$ cat config.mk
export PLATFORM = sky130hd
export DESIGN_NAME = lift_car_scheduler
export DESIGN_NICKNAME = d
export VERILOG_FILES = /design/src/rtl/lift_car_scheduler.sv
export SDC_FILE = /design/constraint.sdc
export NUM_CORES = 1
export LEC_CHECK = 0
export BUFFER_PORTS_ARGS = -buffer_cell sky130_fd_sc_hd__buf_2
export CAP_MARGIN = 25
export CORE_ASPECT_RATIO = 1.25
export CORE_MARGIN = 2
export CORE_UTILIZATION = 37
export CTS_CLUSTER_SIZE = 16
export DETAILED_ROUTE_END_ITERATION = 8
export PLACE_DENSITY_LB_ADDON = 0.08
export SETUP_SLACK_MARGIN = 0.3
export SYNTH_ARGS = -nofsm -noshare
export SYNTH_HDL_FRONTEND = slang
export SYNTH_SLANG_ARGS = --single-unit
$ cat constraint.sdc
create_clock -name clk -period 6 [get_ports clk]
set_clock_uncertainty 0.1 [all_clocks]
set_input_delay 0.6 -clock clk [delete_from_list [all_inputs] [get_ports clk]]
set_output_delay 0.6 -clock clk [all_outputs]
set_load 0.02 [all_outputs]
$ cat src/rtl/lift_car_scheduler.sv
// Single-car direction-collective lift controller: latches hall/car requests,
// schedules MOVE/OPEN with a door dwell timer and a motion watchdog.
module lift_car_scheduler #(
  parameter int N_FLOORS     = 8,
  parameter int DOOR_CYCLES  = 64,
  parameter int MOVE_TIMEOUT = 1024
) (
  input  logic                        clk,
  input  logic                        reset,
  input  logic [N_FLOORS-1:0]         up_rqst,
  input  logic [N_FLOORS-1:0]         dn_rqst,
  input  logic [N_FLOORS-1:0]         flr_rqst,
  input  logic                        force_open,
  input  logic [N_FLOORS-1:0]         floor_sense,
  output logic                        direction,
  output logic                        motion,
  output logic                        door_open,
  output logic [N_FLOORS-1:0]         pend_up,
  output logic [N_FLOORS-1:0]         pend_dn,
  output logic [N_FLOORS-1:0]         pend_car,
  output logic [$clog2(N_FLOORS)-1:0] cur_floor,
  output logic                        fault
);

  localparam int FW = $clog2(N_FLOORS);
  localparam int TW = (DOOR_CYCLES > 2) ? $clog2(DOOR_CYCLES) : 1;
  localparam int WW = (MOVE_TIMEOUT > 2) ? $clog2(MOVE_TIMEOUT) : 1;

  typedef enum logic [1:0] {IDLE, OPEN, MOVE, FAULT} state_t;

  state_t              state_q, state_d;
  logic                dir_q, dir_d;
  logic                motion_q, door_q, fault_q;
  logic [N_FLOORS-1:0] pend_up_q, pend_up_d;
  logic [N_FLOORS-1:0] pend_dn_q, pend_dn_d;
  logic [N_FLOORS-1:0] pend_car_q, pend_car_d;
  logic [FW-1:0]       cur_floor_q, cur_floor_d;
  logic [TW-1:0]       tmr_q, tmr_d;
  logic [WW-1:0]       wd_q, wd_d;
  logic [N_FLOORS-1:0] sense_q;

  logic [N_FLOORS-1:0] all_pend, ef_mask;
  logic [N_FLOORS-1:0] set_up, set_dn, set_car, clr_up, clr_dn, clr_car;
  logic [FW-1:0]       sense_idx, ef;
  logic                multi, arrive, ahead, behind, here_srv, beyond, terminal;

  function automatic logic any_above(input logic [N_FLOORS-1:0] v, input logic [FW-1:0] idx);
    logic r;
    r = 1'b0;
    for (int i = 0; i < N_FLOORS; i++)
      if ((i > int'(idx)) && v[i]) r = 1'b1;
    return r;
  endfunction

  function automatic logic any_below(input logic [N_FLOORS-1:0] v, input logic [FW-1:0] idx);
    logic r;
    r = 1'b0;
    for (int i = 0; i < N_FLOORS; i++)
      if ((i < int'(idx)) && v[i]) r = 1'b1;
    return r;
  endfunction

  always_comb begin
    all_pend  = pend_up_q | pend_dn_q | pend_car_q;
    multi     = |(floor_sense & (floor_sense - 1'b1));
    sense_idx = '0;
    for (int i = 0; i < N_FLOORS; i++)
      if (floor_sense[i]) sense_idx = FW'(i);
    arrive      = (floor_sense != '0) && !multi && (floor_sense != sense_q);
    cur_floor_d = arrive ? sense_idx : cur_floor_q;

    ahead  = dir_q ? any_above(all_pend, cur_floor_q) : any_below(all_pend, cur_floor_q);
    behind = dir_q ? any_below(all_pend, cur_floor_q) : any_above(all_pend, cur_floor_q);
    // An opposite-direction hall call here is deferred while work remains ahead,
    // otherwise IDLE would reopen the door forever instead of continuing the sweep.
    here_srv = pend_car_q[cur_floor_q]
             | (dir_q ? pend_up_q[cur_floor_q] : pend_dn_q[cur_floor_q])
             | ((dir_q ? pend_dn_q[cur_floor_q] : pend_up_q[cur_floor_q]) & !ahead);

    state_d  = state_q;
    dir_d    = dir_q;
    tmr_d    = tmr_q;
    wd_d     = wd_q;
    set_up   = up_rqst;
    set_dn   = dn_rqst;
    set_car  = flr_rqst;
    clr_up   = '0;
    clr_dn   = '0;
    clr_car  = '0;
    beyond   = 1'b0;
    terminal = 1'b0;
    ef       = cur_floor_d;
    ef_mask  = '0;

    case (state_q)
      IDLE: begin
        if (force_open || here_srv) begin
          state_d = OPEN;
        end else if (ahead) begin
          state_d = MOVE;
        end else if (behind) begin
          state_d = MOVE;
          dir_d   = !dir_q;
        end
      end
      MOVE: begin
        if (arrive) begin
          wd_d     = '0;
          beyond   = dir_q ? any_above(all_pend, sense_idx) : any_below(all_pend, sense_idx);
          terminal = dir_q ? (sense_idx == FW'(N_FLOORS - 1)) : (sense_idx == '0);
          if (pend_car_q[sense_idx] || (dir_q && pend_up_q[sense_idx]) ||
              (!dir_q && pend_dn_q[sense_idx]) || !beyond || terminal)
            state_d = OPEN;
        end else if (wd_q == WW'(MOVE_TIMEOUT - 1)) begin
          state_d = FAULT;
        end else begin
          wd_d = wd_q + 1'b1;
        end
      end
      OPEN: begin
        if (force_open || flr_rqst[cur_floor_q] ||
            (dir_q ? up_rqst[cur_floor_q] : dn_rqst[cur_floor_q]))
          tmr_d = TW'(DOOR_CYCLES - 1);
        else if (tmr_q == '0)
          state_d = IDLE;
        else
          tmr_d = tmr_q - 1'b1;
        // Requests matching the current dwell are served by the open door.
        set_car[cur_floor_q] = 1'b0;
        if (dir_q) set_up[cur_floor_q] = 1'b0;
        else       set_dn[cur_floor_q] = 1'b0;
      end
      default: ;
    endcase

    if (multi) state_d = FAULT;

    if ((state_d == OPEN) && (state_q != OPEN)) begin
      tmr_d       = TW'(DOOR_CYCLES - 1);
      ef_mask[ef] = 1'b1;
      clr_car[ef] = 1'b1;
      set_car[ef] = 1'b0;
      if (dir_d) begin
        clr_up[ef] = 1'b1;
        set_up[ef] = 1'b0;
      end else begin
        clr_dn[ef] = 1'b1;
        set_dn[ef] = 1'b0;
      end
      beyond = dir_d ? any_above(all_pend, ef) : any_below(all_pend, ef);
      if (!(|(all_pend & ~ef_mask))) begin
        clr_up[ef] = 1'b1;
        clr_dn[ef] = 1'b1;
      end else if ((dir_d ? pend_dn_q[ef] : pend_up_q[ef]) && !beyond) begin
        if (dir_d) clr_dn[ef] = 1'b1;
        else       clr_up[ef] = 1'b1;
        dir_d = !dir_d;
      end
    end

    if ((state_d == MOVE) && (state_q != MOVE)) wd_d = '0;

    pend_up_d  = (pend_up_q  & ~clr_up)  | set_up;
    pend_dn_d  = (pend_dn_q  & ~clr_dn)  | set_dn;
    pend_car_d = (pend_car_q & ~clr_car) | set_car;
  end

  always_ff @(posedge clk or negedge reset) begin
    if (!reset) begin
      state_q     <= IDLE;
      dir_q       <= 1'b1;
      motion_q    <= 1'b0;
      door_q      <= 1'b0;
      fault_q     <= 1'b0;
      pend_up_q   <= '0;
      pend_dn_q   <= '0;
      pend_car_q  <= '0;
      cur_floor_q <= '0;
      tmr_q       <= '0;
      wd_q        <= '0;
      sense_q     <= '0;
    end else begin
      state_q     <= state_d;
      dir_q       <= dir_d;
      motion_q    <= (state_d == MOVE);
      door_q      <= (state_d == OPEN);
      fault_q     <= (state_d == FAULT);
      pend_up_q   <= pend_up_d;
      pend_dn_q   <= pend_dn_d;
      pend_car_q  <= pend_car_d;
      cur_floor_q <= cur_floor_d;
      tmr_q       <= tmr_d;
      wd_q        <= wd_d;
      sense_q     <= floor_sense;
    end
  end

  assign direction = dir_q;
  assign motion    = motion_q;
  assign door_open = door_q;
  assign pend_up   = pend_up_q;
  assign pend_dn   = pend_dn_q;
  assign pend_car  = pend_car_q;
  assign cur_floor = cur_floor_q;
  assign fault     = fault_q;

endmodule

Word-level counts from Yosys, hierarchy flattened:

Index checks and enable logic that the tools add are counted.
Widths: inputs -> output; s select.

* logic and storage cells: 313
* output and inout bits: 31
* register bits after elaboration: 57
* input bits: 35

* reduce and logical (&&, ||, !) cells: 74
* mux-type cells: 139
* equality and inequality tests: 12
* $add $sub $neg: 3
* $lt $le $gt $ge: 47
* bitwise logic cells: 26

Operators with widths (count)
* $mux 8: 23
* $and 8x8->8: 11
* $mux 1: 78
* $or 8x8->8: 7
* $logic_and 1x1->1: 51
* $mux 10: 4
* $not 8->8: 5
* $gt 3x3->1 const A: 12
* $bmux 1 s3: 11
* $lt 3x3->1 const A: 9
* $mux 6: 4
* $mux 3: 7
* $gt 2x3->1 const A: 6
* $lt 1x3->1 const A: 6
* $lt 2x3->1 const A: 6
* $mux 2: 9
* $reduce_or 8->1: 2
* $lt 3x4->1 const B: 3
* $add 10x1->10 const B: 1
* $eq 10x10->1 const B: 1
* $gt 1x3->1 const A: 3
* $ne 8x8->1: 1
* $reduce_bool 8->1: 1
* $sub 8x1->8 const B: 1
* other kinds (19): 39

Logic depth before layout (Yosys ltp):

Gate-level depths: netlist of run 1.

* word-level depth: 38
* mapped depth: 14
* mapped depth without buffers: 12

Worst setup path after synthesis of run 1:

Ideal clock, no wire load.

* kind: in2reg
* start: in floor_sense[2]
* end: reg dir_q (netlist: direction)
* path slack: 2.093 ns
* stages: 11
* buffers on the path: 1
* data required time: 5.805 ns
* library setup time: 0.095 ns
* arrival time: 3.713 ns
* path through: buf_2 > or4_4 > a2111oi_4 > o31ai_2 > nor3_4 > mux2i_1 > o211a_1 > a32oi_1 > or4b_1 > nor3_1 > o32ai_2

* word-level cells in the longest chain between the ends: 28
* elaborated cells between the ends (all ways): 147
* classes of those cells: add/sub: 1; order compare: 30; eq/ne: 3; mux: 64; bitwise: 3; reduce/logical: 46

Ends and longest elaborated chain
* start, declared: RTL line 14 `input logic [N_FLOORS-1:0] floor_sense,`
* $mux 3 (6 in series): RTL line 68 `if (floor_sense[i]) sense_idx = FW'(i);`
* $lt 1x3->1 / $gt 1x3->1 (equally long branches): RTL line 59, 51
* $logic_and 1x1->1 (on tied branches): RTL line 59, 51
* $mux 1 (on tied branches) (7 in series): RTL line 59, 51
* $mux 1: RTL line 107 `if (arrive) begin`
* $mux 1: RTL line 95 `case (state_q)`
* $mux 1: RTL line 109 `beyond = dir_q ? any_above(all_pend, sense_idx) : any_below(all_pend, sense_idx);`
* $logic_not 1->1: RTL line 112 `(!dir_q && pend_dn_q[sense_idx]) || !beyond || terminal)`
* $logic_or 1x1->1 (2 in series): RTL line 112
* $mux 2: RTL line 111 `if (pend_car_q[sense_idx] || (dir_q && pend_up_q[sense_idx]) ||`
* $mux 2: RTL line 107
* $pmux 2 s3: RTL line 95
* $mux 2: RTL line 136 `if (multi) state_d = FAULT;`
* $eq 2x1->1: RTL line 138 `if ((state_d == OPEN) && (state_q != OPEN)) begin`
* $logic_and 1x1->1: RTL line 138
* $mux 1 (*): RTL line 138
* named net dir_d: RTL line 32 `logic dir_q, dir_d;`
* end signal, assigned: RTL line 184 `dir_q <= dir_d;`
* end, declared: RTL line 32

The timed path passes the listed nets; every way through them passes the cells marked *. The select of a mux whose other input is x is not followed.
A chain may end at the register's enable or synchronous reset.

Worst setup path after layout of run 1:

* start: in floor_sense[0]
* end: reg pend_dn_q[3] (netlist: pend_dn[3])

* word-level cells in the longest chain between the ends: 26
* elaborated cells between the ends (all ways): 87
* classes of those cells: add/sub: 1; order compare: 16; eq/ne: 2; mux: 36; bitwise: 8; reduce/logical: 24

Ends and longest elaborated chain
* $sub 8x1->8: RTL line 65 `multi = |(floor_sense & (floor_sense - 1'b1));`
* $and 8x8->8: RTL line 65
* $reduce_or 8->1: RTL line 65
* $logic_not 1->1: RTL line 69 `arrive = (floor_sense != '0) && !multi && (floor_sense != sense_q);`
* $logic_and 1x1->1 (2 in series): RTL line 69
* $mux 3: RTL line 70 `cur_floor_d = arrive ? sense_idx : cur_floor_q;`
* $lt 1x3->1 / $gt 1x3->1 (equally long branches): RTL line 59, 51
* $logic_and 1x1->1 (on tied branches): RTL line 59, 51
* [... 10 more ...]
* $logic_and 1x1->1: RTL line 154 `end else if ((dir_d ? pend_dn_q[ef] : pend_up_q[ef]) && !beyond) begin`
* $mux 8: RTL line 154
* $mux 8: RTL line 151 `if (!(|(all_pend & ~ef_mask))) begin`
* $mux 8: RTL line 138
* $not 8->8: RTL line 164 `pend_dn_d = (pend_dn_q & ~clr_dn) | set_dn;`
* $and 8x8->8: RTL line 164
* $or 8x8->8 (*): RTL line 164
* named net pend_dn_d[3]: RTL line 35 `logic [N_FLOORS-1:0] pend_dn_q, pend_dn_d;`
* end signal, assigned: RTL line 189 `pend_dn_q <= pend_dn_d;`
* end, declared: RTL line 35

Marks and branches as above.

==> metrics.yaml, run 1 <==
run_status:
  status: "completed"
yosys:
  ys.flop_type: "dfrtp_1"
  avgSynthCellArea_um2: 8.39
  ys_seq_area_frac: 0.328
  synth.distinct_cells: 74
  synth_top_area_cell: "dfrtp_1"
  syn_area_um2: 4350
  synth_nets: 555
  synthTopCellsByCount: "56 x dfrtp_1, 47 x nand2_1, 47 x nor2_1"
  yosysMostFrequentCell: "dfrtp_1"
  synth-edff-count: 0
  yosysWarnings: 0
  syn_inst: 518
  ys_top_cells_by_area: "dfrtp_1 32%, mux4_2 7.3%, a21oi_1 5.3%"
  synth_seq_cells: 57
  async_flop_share: 1.00
  synth_top_area_share: 0.322
clocking:
  cts_made_buffers: 9
  cts_sinks: 57
  clock-root-buffer: "clkbuf_16"
  clockBufferDepth: 2
  htree_levels: 3
  clock_latency_ns: 0.33
  cts.repair.resized: 0
  postCtsSetupBuffers: 0
  clk_pin_slew_worst_paths_ns: 0.05
  cts_tree: "done"
  cts_hold_buffers: 0
min_path:
  hold_path_class: "in2async"
placed_design:
  dp.final_hpwl_mm: 12.2
  dp.cells: 704
  io_buffers: 65
  dpl_worst_slack_ns: 1.31
  place_congestion: 0.978
grt:
  overflow: 0
  grt_max_degree: 58
  grt_pass1_vias: 4509
  antenna_found_initial: 0
  grt_pass1_wl_mm: 25.3
  track_usage: 0.264
critical_path:
  r2r_slack_ns: 1.86
  path_max_fanout: 16
  r2r-start: "direction$_DFF_PN1_"
  cp-startpoint: "floor_sense[0]"
  worstPathArrival_ns: 4.50
  crit_slowest_cell: "mux2i_1"
  cp_top_family: "simple AND/OR/NAND/NOR gates"
  cpMostUsedCell: "a32oi_1"
  crit_type: "in2reg"
  cp-start-kind: "primary input"
  cp-end-kind: "flop"
  crit_path_max_incr_delay_ns: 0.70
  cp_cell_sequence: "buf_2, or4_4, nor4_1, o31ai_2, nor3_4, mux2i_1, o211a_1, a32oi_1, or4b_1, nand3_2, a32oi_1"
  crit_required_ns: 6.09
  path_buf_inv: 1
floorplanning:
  die_area_um2: 12600
  initial_core_util: 0.376
  io_pins: 66
  floorplan.rows: 44
  die_y_um: 125
  die_w_um: 101
  core-area_um2: 11600
sta:
  max_freq_mhz: 226
  fin_crit_sh: 0.736
  rsz0062_at_grt: "no"
  max_slew.worst_pin.slew_ns: 0.916
  period_minus_slack_ns: 4.42
  fin_ws_ns: 1.58
  setup_violations: 0
  drv_slew: 0
  slew_headroom: 0.389
  timing.setup.tns_ns: 0
  final_hold_viol_count: 0
drt:
  drt-initial-drc-count: 463
  routed_wl_mm: 16.3
  viasPerCell: 6.34
  ant_nets: 0
  first_pass_iters: 5
  drc_errors: 0
  num_vias: 4560
  wire_per_inst_um: 22.7
final_layout:
  final_util: 0.439
  antenna_cells: 0
  drive_gt1_frac: 0.208
  syn_to_final_growth_pct: 16.6
  nets: 614
  fin_cells: 719
run:
  cap_viol_max_count: 0
pwr:
  power_w: 0.00137
  p_leak_nw: 1.88
  ir_drop_mv: 0.166
  cellPowerDensity_nw_per_um2: 269
-- path summary, 6_finish.rpt --
kind | end | cells past startpoint
setup / recovery | pend_dn[3]$_DFF_PN0_ | 11
hold / removal | sense_q[4]$_DFF_PN0_ | 2
setup reg to reg | pend_dn[3]$_DFF_PN0_ | 11
hold reg to reg | wd_q[1]$_DFFE_PN0P_ | 2
max in group asynchronous | pend_car[3]$_DFF_PN0_ | 2
min in group clk | sense_q[0]$_DFF_PN0_ | 1
-- power breakdown --
part           switching (W)  total, W  internal [W]
registers          0.0000500  0.000449      0.000399
clock network       0.000180  0.000465      0.000285
logic               0.000297  0.000452      0.000154
-- metal layers --
layer | global-route usage | share of wire | up-vias
met5 | 0 | 0 | -
met3 | 0.0425 | 0.060 | 40
li1 | - | - | 2084
met1 | 0.337 | 0.41 | 2213
met2 | 0.425 | 0.48 | 223
met4 | 0.141 | 0.046 | 0
-- sequential cells by signal, summed over array words and instances, names as in the netlist, 2 cells and up --
register and flops:
cur_floor 3, sense_q 8, pend_car 8, pend_up 8
wd_q 10, state_q 2, pend_dn 8, tmr_q 6
-- per-stage QoR --
stage	cell area [um^2]	hold WS (ns)
5_1_grt	5070	0.358
2_1_floorplan	4350	0.204
3_5_place_dp	4810	0.421
4_1_cts	5070	0.352
3_3_place_gp	4800	0.414
6_report	5070	0.335
-- layout by cell type (no fill, tap or decap), drive strengths merged, types with 15 or more instances in the layout --
cell type,instances
a21oi,46
a31oi,16
buf,74
dfrtp,56
inv,15
nand2,47
nand3,35
nor2,48
nor3,25
o21ai,35
-- final cells by class --
class	instances	area [um^2]
well taps	138	173
repair buffers	74	393
inverters	16	60.1
fillers	1197	6490
flip-flops and latches	57	1430
clock inverters	4	20.0
clock buffers	11	243
multi-input cells	419	2750
-- worst reg2reg max path, cell delays in order (launching register included) --
cell	delay, ns
dfstp_2	0.80
clkinv_1	0.60
mux4_2	0.64
nor3_1	0.58
nand2_1	0.21
nand2_1	0.12
nand4b_1	0.16
a21oi_1	0.16
buf_4	0.23
or2_2	0.16
nor2b_1	0.09
a32oi_1	0.19
-- cell families after synthesis --
| group | after synthesis | share of synthesized area |
|---|---|---|
| fa+ha+maj | 2 | 0.00576 |
| flops | 57 | 0.328 |
| xor+xnor | 11 | 0.0222 |
| mux | 26 | 0.100 |
| buf+inv | 42 | 0.0380 |
| compound gates | 166 | 0.253 |
| simple gates | 214 | 0.252 |
No activity file was read; power rests on OpenSTA's default activity.
==> inputs of run 2 (changes only) <==
==> constraint.sdc (replaced) <==
create_clock -name clk -period 4.2 [get_ports clk]
set_clock_uncertainty 0.1 [all_clocks]
set_input_delay 0.42 -clock clk [delete_from_list [all_inputs] [get_ports clk]]
set_output_delay 0.42 -clock clk [all_outputs]
set_load 0.02 [all_outputs]
==> run 2 against run 1 <==
  * Worst setup slack worse by 1.1 ns
  * Non-clock buffer count up 38
  * Critical path depth down 2
  * Clock power up 77%
  * Sequential power up 37%
  * Sequential share of layout area down 1.9 points
  * Hold slack worse by 0.20 ns
  * Largest cell class unchanged
  * Largest power group unchanged
==> metrics.yaml, run 2 (same netlist as run 1, synthesis figures left out) <==
final_layout:
  fin_cells: 758  # +5.4%
  fill_cells: 1178  # -1.6%
  antenna_cells: 0  # unchanged
  nets: 652  # +6.2%
  layout_common_cells: "65 x buf_2, 55 x dfrtp_1, 47 x nand2_1, 47 x nor2_1, 47 x buf_4"
  regMostFlops: "wd_q"
  drive_gt1_frac: 0.263  # +0.0546
  largest_register_ff_count: 10  # unchanged
  fin_area_um2: 5440  # +7.2%
  syn_to_final_growth_pct: 25.1
  final_common_cell: "buf_2"
placed_design:
  place_congestion: 0.962  # -1.7%
  dp.final_hpwl_mm: 13.2  # +8.4%
  dp.cells: 742  # +5.4%
  dpl_cell_area_um2: 5090  # +5.9%
  io_buffers: 65  # unchanged
sta:
  max_freq_mhz: 272
  final_hold_viol_count: 0  # unchanged
  timing.setup.tns_ns: 0  # unchanged
  fin_crit_sh: 0.877
  whs_ns: 0.138  # -0.197 ns
  rsz0062_at_grt: "no"
  period_minus_slack_ns: 3.68
  slew_headroom: 0.487  # +0.0976
  drv_slew: 0  # unchanged
  max_slew.worst_pin.slew_ns: 0.770  # -0.146 ns
  setup_violations: 0  # unchanged
clocking:
  clock_latency_ns: 0.34  # about the same
  clockBufferDepth: 2  # unchanged
  cts_made_buffers: 9  # unchanged
  cts_hold_buffers: 0  # unchanged
  postCtsSetupBuffers: 0  # unchanged
  clock-root-buffer: "clkbuf_16"
  htree_levels: 3  # unchanged
  clk_pin_slew_worst_paths_ns: 0.05  # about the same
  cts_sinks: 57  # unchanged
  cts_tree: "done"
critical_path:
  path_max_fanout: 11  # -5
  cp-end-kind: "flop"
  cp_cell_sequence: "mux4_2, mux2i_1, o211ai_1, o41ai_1, o21ai_1, a221o_1, or4_4, nand3_2, a31oi_1"
  cp_top_family: "compound AO/OA/AOI/OAI gates"
  reg2reg_to: "pend_up[2]$_DFF_PN0_"
  crit_type: "reg2reg"
  crit_slowest_cell: "dfrtp_1"
  crit_required_ns: 4.31  # -1.78 ns
  worstRegToRegCells: 9  # -2
  cp.depth: 9  # -2
  endpoint: "pend_up[2]$_DFF_PN0_"
  path_buf_inv: 0  # -1
  cp-start-kind: "flop"
  cp-startpoint: "cur_floor[1]$_DFF_PN0_"
  crit_path_max_incr_delay_ns: 0.74  # +0.04 ns
  r2r-start: "cur_floor[1]$_DFF_PN0_"
  worstPathArrival_ns: 3.79  # -0.71 ns
  r2r_slack_ns: 0.52  # -1.34 ns
drt:
  wire_per_inst_um: 23.1  # +1.9%
  first_pass_iters: 5  # unchanged
  drc_errors: 0  # unchanged
  routed_wl_mm: 17.5  # +7.5%
  viasPerCell: 6.30  # -0.74%
  drt-initial-drc-count: 282  # -39%
  num_vias: 4772  # +4.6%
  ant_nets: 0  # unchanged
floorplanning:
  core-area_um2: 11600  # unchanged
  die_y_um: 125  # unchanged
  die_area_um2: 12600  # unchanged
  initial_core_util: 0.376  # unchanged
  floorplan.rows: 44  # unchanged
  io_pins: 66  # unchanged
  die_w_um: 101  # unchanged
grt:
  antenna_found_initial: 0  # unchanged
  track_usage: 0.280  # +0.0156
  grt_pass1_wl_mm: 26.5  # +4.5%
  overflow: 0  # unchanged
  grt_max_degree: 58  # unchanged
  grt_pass1_vias: 4518  # +0.20%
pwr:
  ir_drop_mv: 0.219  # +32%
  cellPowerDensity_nw_per_um2: 409  # +52%
  p_leak_nw: 2.09  # +11%
min_path:
  hold_path_class: "in2async"
run:
  cap_viol_max_count: 0  # unchanged
run_status:
  status: "completed"
==> run 2: changes by cell type in the layout (fill, tap and decap cells not counted), sizes merged <==
cell / previous run / this run
clkinv: 5 / 1
clkinvlp: 0 / 2
buf: 74 / 112
clkbuf: 11 / 12
bufinv: 0 / 2
==> run 2: layer usage <==
layer  share of wire  vias up  GRT usage
li1                -     2162          -
met1            0.41     2333      0.357
met2            0.49      223      0.462
met3           0.054       54     0.0380
met4           0.045        0      0.136
met5               0        -          0
==> run 2: power by group <==
group          total [W]  internal (W)  switching, W
clock           0.000824      0.000552      0.000272
sequential      0.000613      0.000570     0.0000431
combinational   0.000784      0.000297      0.000487
==> run 2: how the worst min path moves through the flow <==
stage                         startpoint  slack, ns                endpoint  depth (start not counted)
floorplan                          reset       0.02  cur_floor[0]$_DFF_PN0_                          0
global placement    tmr_q[5]$_DFFE_PN0P_       0.41    tmr_q[5]$_DFFE_PN0P_                          2
detailed placement  tmr_q[1]$_DFFE_PN0P_       0.42    tmr_q[1]$_DFFE_PN0P_                          2
CTS                       floor_sense[0]       0.16    sense_q[0]$_DFF_PN0_                          1
global route              floor_sense[0]       0.17    sense_q[0]$_DFF_PN0_                          1
finish                             reset       0.14    sense_q[7]$_DFF_PN0_                          2
==> run 2: final cells by class <==
type / instances / area (um^2) / share of cell area
clock inverters: 4 / 75.1 / 0.0138
repair buffers: 112 / 678 / 0.125
clock buffers: 12 / 256 / 0.0472
multi-input cells: 419 / 2770 / 0.509
well taps: 138 / 173 / 0.0318
inverters: 16 / 60.1 / 0.0110
flip-flops and latches: 57 / 1430 / 0.263
==> run 2: metrics by stage <==
step,utilization,total power (W),setup WS [ns]
floorplan,-,0.00105,0.473
global placement,0.440,0.00139,0.309
detailed placement,0.440,0.00139,0.206
CTS,0.469,0.00222,0.411
global route,0.470,0.00231,0.312
finish,0.470,0.00222,0.518
==> run 2: repair_timing <==
action	in CTS	in global routing
hold endpoints to repair	0	0
setup endpoints to repair	0	17
gates resized for setup	0	3
==> run 2: worst register-to-register path: stages, from the launching register on <==
cell	delay (ns)
dfrtp_1	0.74
mux4_2	0.65
mux2i_1	0.23
o211ai_1	0.16
o41ai_1	0.35
o21ai_1	0.19
a221o_1	0.30
or4_4	0.55
nand3_2	0.18
a31oi_1	0.11
==> inputs of run 3 (changes only) <==
--- a/config.mk
+++ b/config.mk
@@ -6,8 +6,8 @@
 export NUM_CORES = 1
 export LEC_CHECK = 0
 export BUFFER_PORTS_ARGS = -buffer_cell sky130_fd_sc_hd__buf_2
-export CAP_MARGIN = 25
-export CORE_ASPECT_RATIO = 1.25
+export CAP_MARGIN = 0
+export CORE_ASPECT_RATIO = 0.75
 export CORE_MARGIN = 2
 export CORE_UTILIZATION = 37
 export CTS_CLUSTER_SIZE = 16
==> run 3 against run 2 <==
  * Worst setup slack worse by 0.021 ns
  * Non-clock buffer count fell by 3
  * Final cell count rose by 2.6%
  * Total power is 6.9% lower
  * Hold slack improved by 0.0054 ns
  * Design area is 0.94% lower
  * Clock power shrank 19%
  * Critical path depth up 4
  * Combinational power rose by 0.5%
  * Die area about the same
  * Via count shrank 1.5%
  * Critical path type is now in2reg
  * Critical endpoint is now pend_dn[3]$_DFF_PN0_
  * Largest cell class unchanged
==> metrics.yaml, run 3 (same netlist as run 1, synthesis figures left out) <==
run_status:
  status: "completed"
critical_path:
  worstPathArrival_ns: 3.79  # about the same
  cp_cell_sequence: "buf_2, or4_4, nor4_1, o31a_2, nand3_1, and2_1, inv_1, buf_4, a21oi_1, nor2_1, or4b_1, nand3_2, a32oi_1"
  r2r-start: "cur_floor[0]$_DFF_PN0_"
  path_buf_inv: 3  # +3
  cp-end-kind: "flop"
  crit_type: "in2reg"
  cp-startpoint: "floor_sense[0]"
  cp_top_family: "simple AND/OR/NAND/NOR gates"
  path_max_fanout: 10  # -1
  cp-start-kind: "primary input"
  crit_slowest_cell: "or4_4"
  crit_required_ns: 4.29  # -0.02 ns
  crit_path_max_incr_delay_ns: 0.57  # -0.17 ns
  r2r_slack_ns: 0.52  # about the same
final_layout:
  fill_cells: 1156  # -1.9%
  drive_gt1_frac: 0.255  # -0.00803
  largest_register_ff_count: 10  # unchanged
  nets: 649  # -0.46%
  final_common_cell: "buf_2"
  fin_cells: 778  # +2.6%
  syn_to_final_growth_pct: 23.9
  antenna_cells: 0  # unchanged
  regMostFlops: "wd_q"
  layout_common_cells: "65 x buf_2, 55 x dfrtp_1, 47 x nand2_1, 47 x nor2_1, 46 x a21oi_1"
clocking:
  clockBufferDepth: 2  # unchanged
  cts.repair.resized: 0  # unchanged
  clock-root-buffer: "clkbuf_16"
  cts_sinks: 57  # unchanged
  clk_pin_slew_worst_paths_ns: 0.05  # about the same
  postCtsSetupBuffers: 0  # unchanged
  clock_latency_ns: 0.34  # about the same
  cts_hold_buffers: 0  # unchanged
  cts_tree: "done"
  cts_made_buffers: 9  # unchanged
  htree_levels: 3  # unchanged
drt:
  num_vias: 4702  # -1.5%
  drc_errors: 0  # unchanged
  ant_nets: 0  # unchanged
  wire_per_inst_um: 21.9  # -5.0%
  first_pass_iters: 5  # unchanged
  viasPerCell: 6.04  # -4.0%
  drt-initial-drc-count: 482  # +71%
  routed_wl_mm: 17.1  # -2.5%
placed_design:
  dp.final_hpwl_mm: 12.8  # -2.6%
  io_buffers: 65  # unchanged
  dp.cells: 763  # +2.8%
  place_congestion: 0.960  # -0.21%
  dpl_worst_slack_ns: 0.231  # +0.0256 ns
grt:
  grt_max_degree: 58  # unchanged
  track_usage: 0.277  # -0.00255
  grt_pass1_wl_mm: 26.6  # +0.57%
  antenna_found_initial: 0  # unchanged
  overflow: 0  # unchanged
  grt_pass1_vias: 4473  # -1.0%
sta:
  max_slew.worst_pin.slew_ns: 0.772  # +0.00213 ns
  whs_ns: 0.144  # +0.00538 ns
  period_minus_slack_ns: 3.70  # +0.0214 ns
  drv_slew: 0  # unchanged
  rsz0062_at_grt: "no"
  max_freq_mhz: 270  # -0.58%
  final_hold_viol_count: 0  # unchanged
  slew_headroom: 0.485  # -0.00142
  fin_crit_sh: 0.882  # +0.00510
  setup_violations: 0  # unchanged
  timing.setup.tns_ns: 0  # unchanged
  fin_ws_ns: 0.496  # -0.0214 ns
pwr:
  clock_power_share: 0.324  # -0.047
  ir_drop_mv: 0.208  # -5.2%
  p_int_w: 0.00127  # -10%
  cellPowerDensity_nw_per_um2: 384  # -6.0%
  p_comb_frac: 0.381  # +0.028
  p_seq_frac: 0.295  # +0.019
  swShare: 0.385  # +0.0232
  p_leak_nw: 2.06  # -1.6%
  p_switching_w: 0.000795  # -0.95%
floorplanning:
  initial_core_util: 0.377  # +0.00106
  core-area_um2: 11500  # -0.28%
  die_y_um: 97.9  # -22%
  die_area_um2: 12600  # about the same
  die_w_um: 129  # +28%
  floorplan.rows: 34  # -23%
  io_pins: 66  # unchanged
run:
  cap_viol_max_count: 0  # unchanged
min_path:
  hold_path_class: "in2async"
run 3: cell types whose count changed in the layout (fill, tap and decap cells not counted), sizes merged:
cell	delta
buf	-3
bufinv	-2
clkinv	+2
clkinvlp	-1
run 3: through the flow:
step	area, um^2	total power (W)	util
2_1_floorplan	4350	0.00105	-
3_3_place_gp	5110	0.00139	0.443
3_5_place_dp	5110	0.00138	0.443
4_1_cts	5380	0.00205	0.466
5_1_grt	5390	0.00215	0.467
6_report	5390	0.00207	0.467
run 3: final timing paths:
| path | endpoint | cells past startpoint |
|---|---|---|
| worst max-delay path | pend_dn[3]$_DFF_PN0_ | 13 |
| worst min-delay path | wd_q[4]$_DFFE_PN0P_ | 2 |
| worst max register to register | pend_up[5]$_DFF_PN0_ | 10 |
| worst min register to register | tmr_q[5]$_DFFE_PN0P_ | 2 |
| max in group asynchronous | cur_floor[1]$_DFF_PN0_ | 2 |
| min in group clk | sense_q[0]$_DFF_PN0_ | 1 |
run 3: power by group through the flow:
stage	logic [W]	clock network [W]	registers (W)
2_1_floorplan	0.000443	0	0.000610
3_3_place_gp	0.000767	0	0.000619
3_5_place_dp	0.000761	0	0.000619
4_1_cts	0.000764	0.000679	0.000609
5_1_grt	0.000836	0.000704	0.000613
6_report	0.000788	0.000670	0.000610
run 3: per-layer routing:
| layer | GRT usage | wire, um | vias to the layer above |
|---|---|---|---|
| met5 | 0 | 0 | - |
| met4 | 0.0669 | 250 | 0 |
| met3 | 0.0668 | 1330 | 23 |
| met2 | 0.391 | 7140 | 222 |
| met1 | 0.423 | 8350 | 2312 |
| li1 | - | - | 2145 |
run 3: worst reg2reg max path, cell delays in order (launching register included):
cell,delay [ns]
dfrtp_1,0.51
buf_12,0.22
mux4_2,0.52
o22ai_1,0.36
o211ai_1,0.20
o41ai_2,0.28
o21ai_1,0.19
a221o_1,0.29
or4_4,0.54
nand3_2,0.21
a31oi_1,0.13
run 3: final cells by class:
| class | instances | area [um^2] | area share |
|---|---|---|---|
| multi-input cells | 419 | 2760 | 0.513 |
| flip-flops and latches | 57 | 1430 | 0.265 |
| repair buffers | 109 | 668 | 0.124 |
| clock buffers | 12 | 246 | 0.0458 |
| well taps | 162 | 203 | 0.0376 |
| inverters | 16 | 60.1 | 0.0112 |
| clock inverters | 3 | 17.5 | 0.00325 |
